<file path="src/rtl/rf_wb_arbiter_if.sv">
// Writeback request bus between NREQ result producers and rf_wb_arbiter.
// Handshake: a requester raises req_valid[i] and holds req_waddr/req_wdata
// slice i stable until req_ready[i] is seen high; the transfer happens on the
// clock edge where req_valid[i] & req_ready[i] are both 1. req_ready is a
// combinational one-hot grant and may depend on req_valid in the same cycle.
interface rf_wb_arbiter_if #(
   parameter int NREQ = 3
);
   logic [NREQ-1:0]    req_valid;
   logic [5*NREQ-1:0]  req_waddr;
   logic [32*NREQ-1:0] req_wdata;
   logic [NREQ-1:0]    req_ready;

   modport master (
      output req_valid,
      output req_waddr,
      output req_wdata,
      input  req_ready
   );

   modport slave (
      input  req_valid,
      input  req_waddr,
      input  req_wdata,
      output req_ready
   );
endinterface

</file>
<file path="src/rtl/rf_wb_arbiter.sv">
// rf_wb_arbiter: round-robin arbiter sharing the single regfile write port
// among NREQ writeback sources (0 = ALU, 1 = LSU, 2 = MDU), with a registered
// write stage and a 32-entry pending-write bitmap for decode stalls.
// Optional feature macro: RF_WB_FWD_EN adds fwd_valid/fwd_addr/fwd_data and
// makes busy drop combinationally for the register being written this cycle.
module rf_wb_arbiter #(
   parameter int NREQ = 3
) (
   input  logic          clk,
   input  logic          reset,
   rf_wb_arbiter_if.slave wb,
   input  logic          issue_valid,
   input  logic [4:0]    issue_addr,
   output logic          rf_we,
   output logic [4:0]    rf_waddr,
   output logic [31:0]   rf_wdata,
   output logic [31:0]   busy
`ifdef RF_WB_FWD_EN
   ,
   output logic          fwd_valid,
   output logic [4:0]    fwd_addr,
   output logic [31:0]   fwd_data
`endif
);

   localparam int PW = (NREQ > 1) ? $clog2(NREQ) : 1;
   localparam logic [PW-1:0] LAST = PW'(NREQ - 1);

   logic [PW-1:0]   rr_ptr;
   logic [PW-1:0]   gnt_idx;
   logic [NREQ-1:0] grant;
   logic            found;
   logic            fire;
   logic [4:0]      sel_addr;
   logic [31:0]     sel_data;
   logic [31:0]     busy_q;
   logic [31:0]     set_vec;
   logic [31:0]     clr_vec;

   // Round-robin search: first pass covers rr_ptr..NREQ-1, second pass wraps
   // to 0..rr_ptr-1, so no modular arithmetic is needed on the index.
   always_comb begin
      grant   = '0;
      gnt_idx = '0;
      found   = 1'b0;
      for (int i = 0; i < NREQ; i++) begin
         if (!found && (PW'(i) >= rr_ptr) && wb.req_valid[i]) begin
            grant[i] = 1'b1;
            gnt_idx  = PW'(i);
            found    = 1'b1;
         end
      end
      for (int i = 0; i < NREQ; i++) begin
         if (!found && (PW'(i) < rr_ptr) && wb.req_valid[i]) begin
            grant[i] = 1'b1;
            gnt_idx  = PW'(i);
            found    = 1'b1;
         end
      end
   end

   assign wb.req_ready = reset ? '0 : grant;
   assign fire         = found && !reset;

   // Select the granted requester's destination and result.
   always_comb begin
      sel_addr = '0;
      sel_data = '0;
      for (int i = 0; i < NREQ; i++) begin
         if (grant[i]) begin
            sel_addr = wb.req_waddr[5*i +: 5];
            sel_data = wb.req_wdata[32*i +: 32];
         end
      end
   end

   // Pointer moves just past the winner, wrapping explicitly for any NREQ.
   always_ff @(posedge clk or posedge reset) begin
      if (reset) begin
         rr_ptr <= '0;
      end else if (fire) begin
         rr_ptr <= (gnt_idx == LAST) ? '0 : gnt_idx + PW'(1);
      end
   end

   // Registered write stage: one-cycle we pulse per grant, GR0 never written.
   always_ff @(posedge clk or posedge reset) begin
      if (reset) begin
         rf_we    <= 1'b0;
         rf_waddr <= '0;
         rf_wdata <= '0;
      end else if (fire) begin
         rf_we    <= (sel_addr != 5'd0);
         rf_waddr <= sel_addr;
         rf_wdata <= sel_data;
      end else begin
         rf_we    <= 1'b0;
      end
   end

   // Per-register set (new producer issued) and clear (write committing) masks.
   always_comb begin
      set_vec = '0;
      clr_vec = '0;
      if (issue_valid) set_vec[issue_addr] = 1'b1;
      if (rf_we)       clr_vec[rf_waddr]   = 1'b1;
      set_vec[0] = 1'b0;
      clr_vec[0] = 1'b0;
   end

   // Pending bitmap; a same-edge set overrides the clear of an older write.
   always_ff @(posedge clk or posedge reset) begin
      if (reset) begin
         busy_q <= '0;
      end else begin
         busy_q <= set_vec | (busy_q & ~clr_vec);
      end
   end

`ifdef RF_WB_FWD_EN
   assign fwd_valid = rf_we;
   assign fwd_addr  = rf_waddr;
   assign fwd_data  = rf_wdata;
   assign busy      = busy_q & ~(clr_vec & ~set_vec);
`else
   assign busy      = busy_q;
`endif

endmodule

</file>
<file path="src/flat_wrapper.sv">
// flat-port wrapper written by rule: the top's interface ports become plain ports
module rf_wb_arbiter_flat 
#(
   parameter int NREQ = 3
)
  (clk, reset, issue_valid, issue_addr, rf_we, rf_waddr, rf_wdata, busy, wb_req_valid, wb_req_waddr, wb_req_wdata, wb_req_ready);
  rf_wb_arbiter_if #(.NREQ(NREQ)) wb_i ();
  input  logic clk;
  input  logic reset;
  input  logic issue_valid;
  input  logic [4:0] issue_addr;
  output logic rf_we;
  output logic [4:0] rf_waddr;
  output logic [31:0] rf_wdata;
  output logic [31:0] busy;
  input wire logic [$bits(wb_i.req_valid)-1:0] wb_req_valid;
  input wire logic [$bits(wb_i.req_waddr)-1:0] wb_req_waddr;
  input wire logic [$bits(wb_i.req_wdata)-1:0] wb_req_wdata;
  output wire logic [$bits(wb_i.req_ready)-1:0] wb_req_ready;
  assign wb_i.req_valid = wb_req_valid;
  assign wb_i.req_waddr = wb_req_waddr;
  assign wb_i.req_wdata = wb_req_wdata;
  assign wb_req_ready = wb_i.req_ready;
  rf_wb_arbiter #(.NREQ(NREQ)) u_core (.clk(clk), .reset(reset), .wb(wb_i), .issue_valid(issue_valid), .issue_addr(issue_addr), .rf_we(rf_we), .rf_waddr(rf_waddr), .rf_wdata(rf_wdata), .busy(busy));
endmodule
</file>
<file path="config.mk">
export PLATFORM = sky130hd
export DESIGN_NAME = rf_wb_arbiter_flat
export DESIGN_NICKNAME = d
export VERILOG_FILES = /design/src/rtl/rf_wb_arbiter_if.sv /design/src/rtl/rf_wb_arbiter.sv /design/src/flat_wrapper.sv
export SDC_FILE = /design/constraint.sdc
export NUM_CORES = 1
export LEC_CHECK = 0
export ABC_AREA = 1
export CAP_MARGIN = 10
export CELL_PAD_IN_SITES_DETAIL_PLACEMENT = 1
export CELL_PAD_IN_SITES_GLOBAL_PLACEMENT = 1
export CORE_MARGIN = 3
export CORE_UTILIZATION = 24
export DETAILED_ROUTE_END_ITERATION = 6
export PLACE_DENSITY_LB_ADDON = 0.25
export SYNTH_ARGS = -nofsm -noshare
export SYNTH_HDL_FRONTEND = slang
export SYNTH_SLANG_ARGS = --single-unit
</file>
<file path="constraint.sdc">
create_clock -name clk -period 3.31 [get_ports clk]
set_clock_uncertainty 0.15 [all_clocks]
set_input_delay 0.8275 -clock clk [delete_from_list [all_inputs] [get_ports clk]]
set_output_delay 0.8275 -clock clk [all_outputs]
set_load 0.02 [all_outputs]
</file>
# Word-level counts from Yosys, hierarchy flattened
# Cells that the tools add are included.
[op_classes]
n_eq_ne = 1
bitwise = 3
add_sub_neg = 1
n_lt_le_gt_ge = 10
n_reduce_logical = 21
muxes = 31
[ops]
columns = ["cell", "count"]
rows = [
  ["2-to-1 mux 32 bit", 5],
  ["AND 32 bit", 1],
  ["inverter 32 bit", 1],
  ["bitwise OR 32 bit", 1],
  ["2-to-1 mux 1 bit", 15],
  ["2-to-1 mux 5 bit", 3],
  ["logical AND 1 bit", 14],
  ["less-than comparator 5 x 6 -> 1 bit, second input constant", 2],
  ["demux 1 bit (select 5 bit)", 2],
  ["greater-or-equal comparator 5 x 1 -> 1 bit, second input constant", 2],
  ["2-to-1 mux 2 bit", 5],
  ["logical NOT 1 bit", 6],
  ["nonzero test 5 bit", 1],
  ["greater-or-equal comparator 1 x 2 -> 1 bit, first input constant", 2],
  ["less-than comparator 1 x 2 -> 1 bit, first input constant", 2],
  ["2-to-1 mux 3 bit", 1],
  ["adder 2 x 1 -> 2 bit, second input constant", 1],
  ["equality test 2 bit, second input constant", 1],
  ["greater-or-equal comparator 2 bit, first input constant", 1],
  ["less-than comparator 2 bit, first input constant", 1],
]
[totals]
reg_bits = 72
wordCells = 72

# Longest topological paths before layout
[logic_depth]
depth_word = 26
mapped_depth = 12
mapped_depth_nobuf = 11

# Worst setup path before layout
# Ideal clock, no wire load.
[synth_timing]
path_type = "input-to-output"
startpoint = "input port reset"
endpoint = "output port wb_req_ready[1]"
t_arrival_ns = 2.701
path_stages = 3
path_slack_ns = -0.368
required_ns = 2.332
cell_sequence = "inv_1 nand2_1 inv_1"
[synth_via]
elab_chain_cells = 1
[synth_rtl]
columns = ["element", "line_no", "rtl"]
rows = [
  ["start, declared", "flat_wrapper.sv:9", "input logic reset;"],
  ["2-to-1 mux 3 bit", "rf_wb_arbiter.sv:62", "assign wb.req_ready = reset ? '0 : grant;"],
  ["end, declared", "flat_wrapper.sv:19", "output wire logic [$bits(wb_i.req_ready)-1:0] wb_req_ready;"],
]
# Every way passes these cells.

# Worst setup path after layout
[layout_timing]
startpoint = "input port wb_req_valid[1]"
endpoint = "output port wb_req_ready[2]"
[layout_via]
elab_chain_cells = 19
[layout_rtl]
columns = ["element", "line_no", "rtl"]
rows = [
  ["start, declared", "flat_wrapper.sv:16", "input wire logic [$bits(wb_i.req_valid)-1:0] wb_req_valid;"],
  ["logical AND 1 bit", "rf_wb_arbiter.sv:47", "if (!found && (PW'(i) >= rr_ptr) && wb.req_valid[i]) begin"],
  ["2-to-1 mux 1 bit", "rf_wb_arbiter.sv:47", ""],
  ["logical NOT 1 bit", "rf_wb_arbiter.sv:47", ""],
  ["logical AND 1 bit (2 in a row)", "rf_wb_arbiter.sv:47", ""],
  ["2-to-1 mux 1 bit", "rf_wb_arbiter.sv:47", ""],
  ["logical NOT 1 bit", "rf_wb_arbiter.sv:54", "if (!found && (PW'(i) < rr_ptr) && wb.req_valid[i]) begin"],
  ["logical AND 1 bit (2 in a row)", "rf_wb_arbiter.sv:54", ""],
  ["2-to-1 mux 1 bit", "rf_wb_arbiter.sv:54", ""],
  ["logical NOT 1 bit", "rf_wb_arbiter.sv:54", ""],
  ["logical AND 1 bit (2 in a row)", "rf_wb_arbiter.sv:54", ""],
  ["2-to-1 mux 1 bit", "rf_wb_arbiter.sv:54", ""],
  ["logical NOT 1 bit", "rf_wb_arbiter.sv:54", ""],
  ["logical AND 1 bit (2 in a row)", "rf_wb_arbiter.sv:54", ""],
  ["2-to-1 mux 1 bit (*)", "rf_wb_arbiter.sv:54", ""],
  ["2-to-1 mux 3 bit (*)", "rf_wb_arbiter.sv:62", ""],
]
# Mark *: on every way between the ends. The rest lies on a longest branch, timed or not.

==> flow_metrics.env <==
export IMPL_yosys_top_cells_count="151 x nand2_1, 71 x dfrtp_1, 71 x o21ai_0"
export IMPL_worst_setup_path_start_kind="primary input"
export IMPL_synthTopCellsByArea="dfrtp_1 50%, nand2_1 16%, o21ai_0 9.9%"
export IMPL_path_class="in2out"
export IMPL_grt_pass1_wl_mm=21.4
export IMPL_grt_use_total_pct=16.4
export IMPL_htreeDepth=3
export IMPL_slew_viol_final=0
export IMPL_worst_pin_slew_ns=0.943
export IMPL_wl_per_cell_um=16.2
export IMPL_vdd_drop_max_mv=0.253
export IMPL_synth_most_common_cell="nand2_1"
export IMPL_outcome="finished, final reports clean"
export IMPL_crit_fanout=3
export IMPL_powerDensity_nw_per_um2=692
export IMPL_cts_tree="done"
export IMPL_io_pins=195
export IMPL_yosys_warnings=0
export IMPL_die_area_um2=16400
export IMPL_dp_hpwl_mm=10.5
export IMPL_vias=3861
export IMPL_maxCapViolations=0
export IMPL_min_delay_start="u_core.rf_wdata[6]"
export IMPL_hold_class="reg2reg"
export IMPL_synth_seq_cells=71
export IMPL_drt_pass1_iter_count=4
export IMPL_syn2layout_area_growth_pct=65.7
export IMPL_synth_top_family_by_area="simple AND/OR/NAND/NOR gates"
export IMPL_reg2reg_to="u_core.rf_wdata[28]"
export IMPL_fin_crit_sh_pct=96.3
export IMPL_vias_per_cell=4.60
export IMPL_avgSynthCellArea_um2=7.82
export IMPL_routed_wirelength_mm=13.6
export IMPL_cp_arrival_ns=2.21
export IMPL_grt_pass1_vias=4201
export IMPL_fin_util_pct=40.7
export IMPL_fillCellCount=1790
export IMPL_fin_nets=773
export IMPL_fp_dieW_um=128
export IMPL_ys_types=24
export IMPL_antenna_cells=0
export IMPL_synth_edf_count=0
export IMPL_synth_fa_ha_area_share_pct=0
export IMPL_synth_compound_area_share_pct=19.0
export IMPL_grt_setup_unrepaired="no"
export IMPL_route_detailed_drc=0
export IMPL_antenna_found_initial=0
export IMPL_async_flop_share_pct=100
export IMPL_finalSetupTns_ns=0
export IMPL_finalSetupViolCount=0
export IMPL_portBuffers=193
export IMPL_syn_inst=458
export IMPL_postCtsHoldBufs=0
export IMPL_p_leak_nw=2.54
export IMPL_total_power_mw=4.10
export IMPL_endpoint="wb_req_ready[2]"
export IMPL_clk_pin_slew_ns=0.06
export IMPL_synth_top_cell_by_area="dfrtp_1"
export IMPL_fmax_mhz=314
export IMPL_synthMuxAreaShare_pct=0
export IMPL_hold_viol_final=0
export IMPL_syn_num_nets=580
export IMPL_clkSinkCount=71
export IMPL_fp_dieH_um=128
export IMPL_hold_worst_slack_ns=0.336
export IMPL_fin_crit_ns=3.19
export IMPL_grt_max_degree=72
export IMPL_drtIter0Drc=114
export IMPL_root_buffer="clkbuf_16"
export IMPL_critPathLaunch="wb_req_valid[1]"
export IMPL_gp_congestion=0.885
export IMPL_rows=44
export IMPL_r2r_cells=10
export IMPL_grt_overflow=0
export IMPL_relSlewSlack_pct=37.1
export IMPL_r2r_start="u_core.rr_ptr[1]"
export IMPL_numCtsBuffers=9
export IMPL_netlist_area_leader_share_pct=49.6
export IMPL_netlist_area_um2=3580
export IMPL_cts_max_path_buffers=2
export IMPL_layout_drive_gt1_share_pct=5.18
export IMPL_clock_latency_ns=0.34
export IMPL_end_kind="primary output"
export IMPL_coreArea_um2=14600
export IMPL_initial_utilization_pct=24.6
export IMPL_ys_flop_type="dfrtp_1"
export IMPL_synth_xor_area_share_pct=0
export IMPL_ant_nets=0
export IMPL_ys_seq_area_share_pct=49.6
export IMPL_worstPathRequired_ns=2.33
export IMPL_yosys_area_share_simple_pct=23.3
export IMPL_rrSetupSlack_ns=1.21
==> layout make-up <==
type                       instances  area [um2]  area share [%]
clock buffer                      11         243            4.09
clock inverter                     5        65.1            1.10
inverter                          25        97.6            1.64
multi-input combinational        342        1520            25.6
sequential                        71        1780            29.9
tap                              184         230            3.88
timing repair buffer             202        2000            33.7
==> kinds of logic (layout without fill, tap and decap cells) <==
kind of cell           count (synthesis)  in the layout
AND/OR/NAND/NOR                      206            206
AO/OA/AOI/OAI                        135            135
buffers and inverters                 45            243
other                                  1              1
flip-flops                            71             71
==> power breakdown <==
part	internal [mW]	switching, mW	total, mW	leakage, nW
clock network	0.612	0.391	1.00	0.151
logic	0.811	0.948	1.76	1.57
registers	1.15	0.191	1.34	0.822
==> critical path, cell delays in order <==
cell and delay, ns:
clkdlybuf4s50_1 0.47, nand2_1 0.14, nand3_1 0.09, nor2_1 0.19
nor2_4 0.06, nor2_1 0.09, dlygate4sd2_1 0.34
==> sequential cells by signal, summed over array words and instances, names as in the netlist <==
register / cells
u_core.rf_wdata: 32
u_core.rr_ptr: 2
u_core.rf_waddr: 5
u_core.rf_we: 1
u_core.busy: 31
==> cells in the final DEF (no fill, tap or decap) <==
| cell | count |
|---|---|
| a21oi_1 | 33 |
| a21oi_2 | 1 |
| and2_1 | 1 |
| buf_12 | 1 |
| buf_4 | 8 |
| bufinv_16 | 1 |
| clkbuf_1 | 1 |
| clkbuf_16 | 9 |
| clkbuf_2 | 2 |
| clkbuf_8 | 1 |
| clkdlybuf4s50_1 | 190 |
| clkinv_4 | 2 |
| clkinvlp_4 | 1 |
| conb_1 | 1 |
| dfrtp_1 | 71 |
| dlygate4sd2_1 | 1 |
| inv_1 | 22 |
| inv_2 | 2 |
| inv_6 | 2 |
| nand2_1 | 151 |
| nand3_1 | 35 |
| nand4_1 | 1 |
| nor2_1 | 14 |
| nor2_2 | 2 |
| nor2_4 | 1 |
| o21ai_0 | 71 |
| o21ai_1 | 29 |
| o22ai_1 | 1 |
| or2_2 | 1 |
==> worst min path at each step <==
stage / endpoint / cells past startpoint
2_1_floorplan: u_core.rr_ptr[0] / 2
3_3_place_gp: u_core.rf_wdata[29] / 2
3_5_place_dp: u_core.rf_wdata[6] / 2
4_1_cts: u_core.rf_wdata[6] / 2
5_1_grt: u_core.rf_wdata[6] / 2
6_report: u_core.rf_wdata[6] / 2
==> per-layer routing <==
layer  track usage (%)  vias to the layer above  part of all wire [%]
li1                  -                     1905                     -
met1              19.3                     1841                    41
met2              29.1                      105                    51
met3              5.92                       10                   7.3
met4              3.00                        0                  0.69
met5                 0                        -                     0
==> metrics by stage <==
stage	std cells	setup slack [ns]	cell area, um2
2_1_floorplan	458	0.118	3590
3_3_place_gp	824	-0.134	5640
3_5_place_dp	824	-0.230	5640
4_1_cts	840	0.0366	5940
5_1_grt	840	0.00131	5930
6_report	840	0.123	5930
==> timing repair <==
action / CTS / global route
endpoints found under the setup margin: 3 / 3
buffers inserted: 0 / 0
pin swaps: 0 / 0
gates resized for setup: 3 / 5
(Power assumes the default switching activity.)
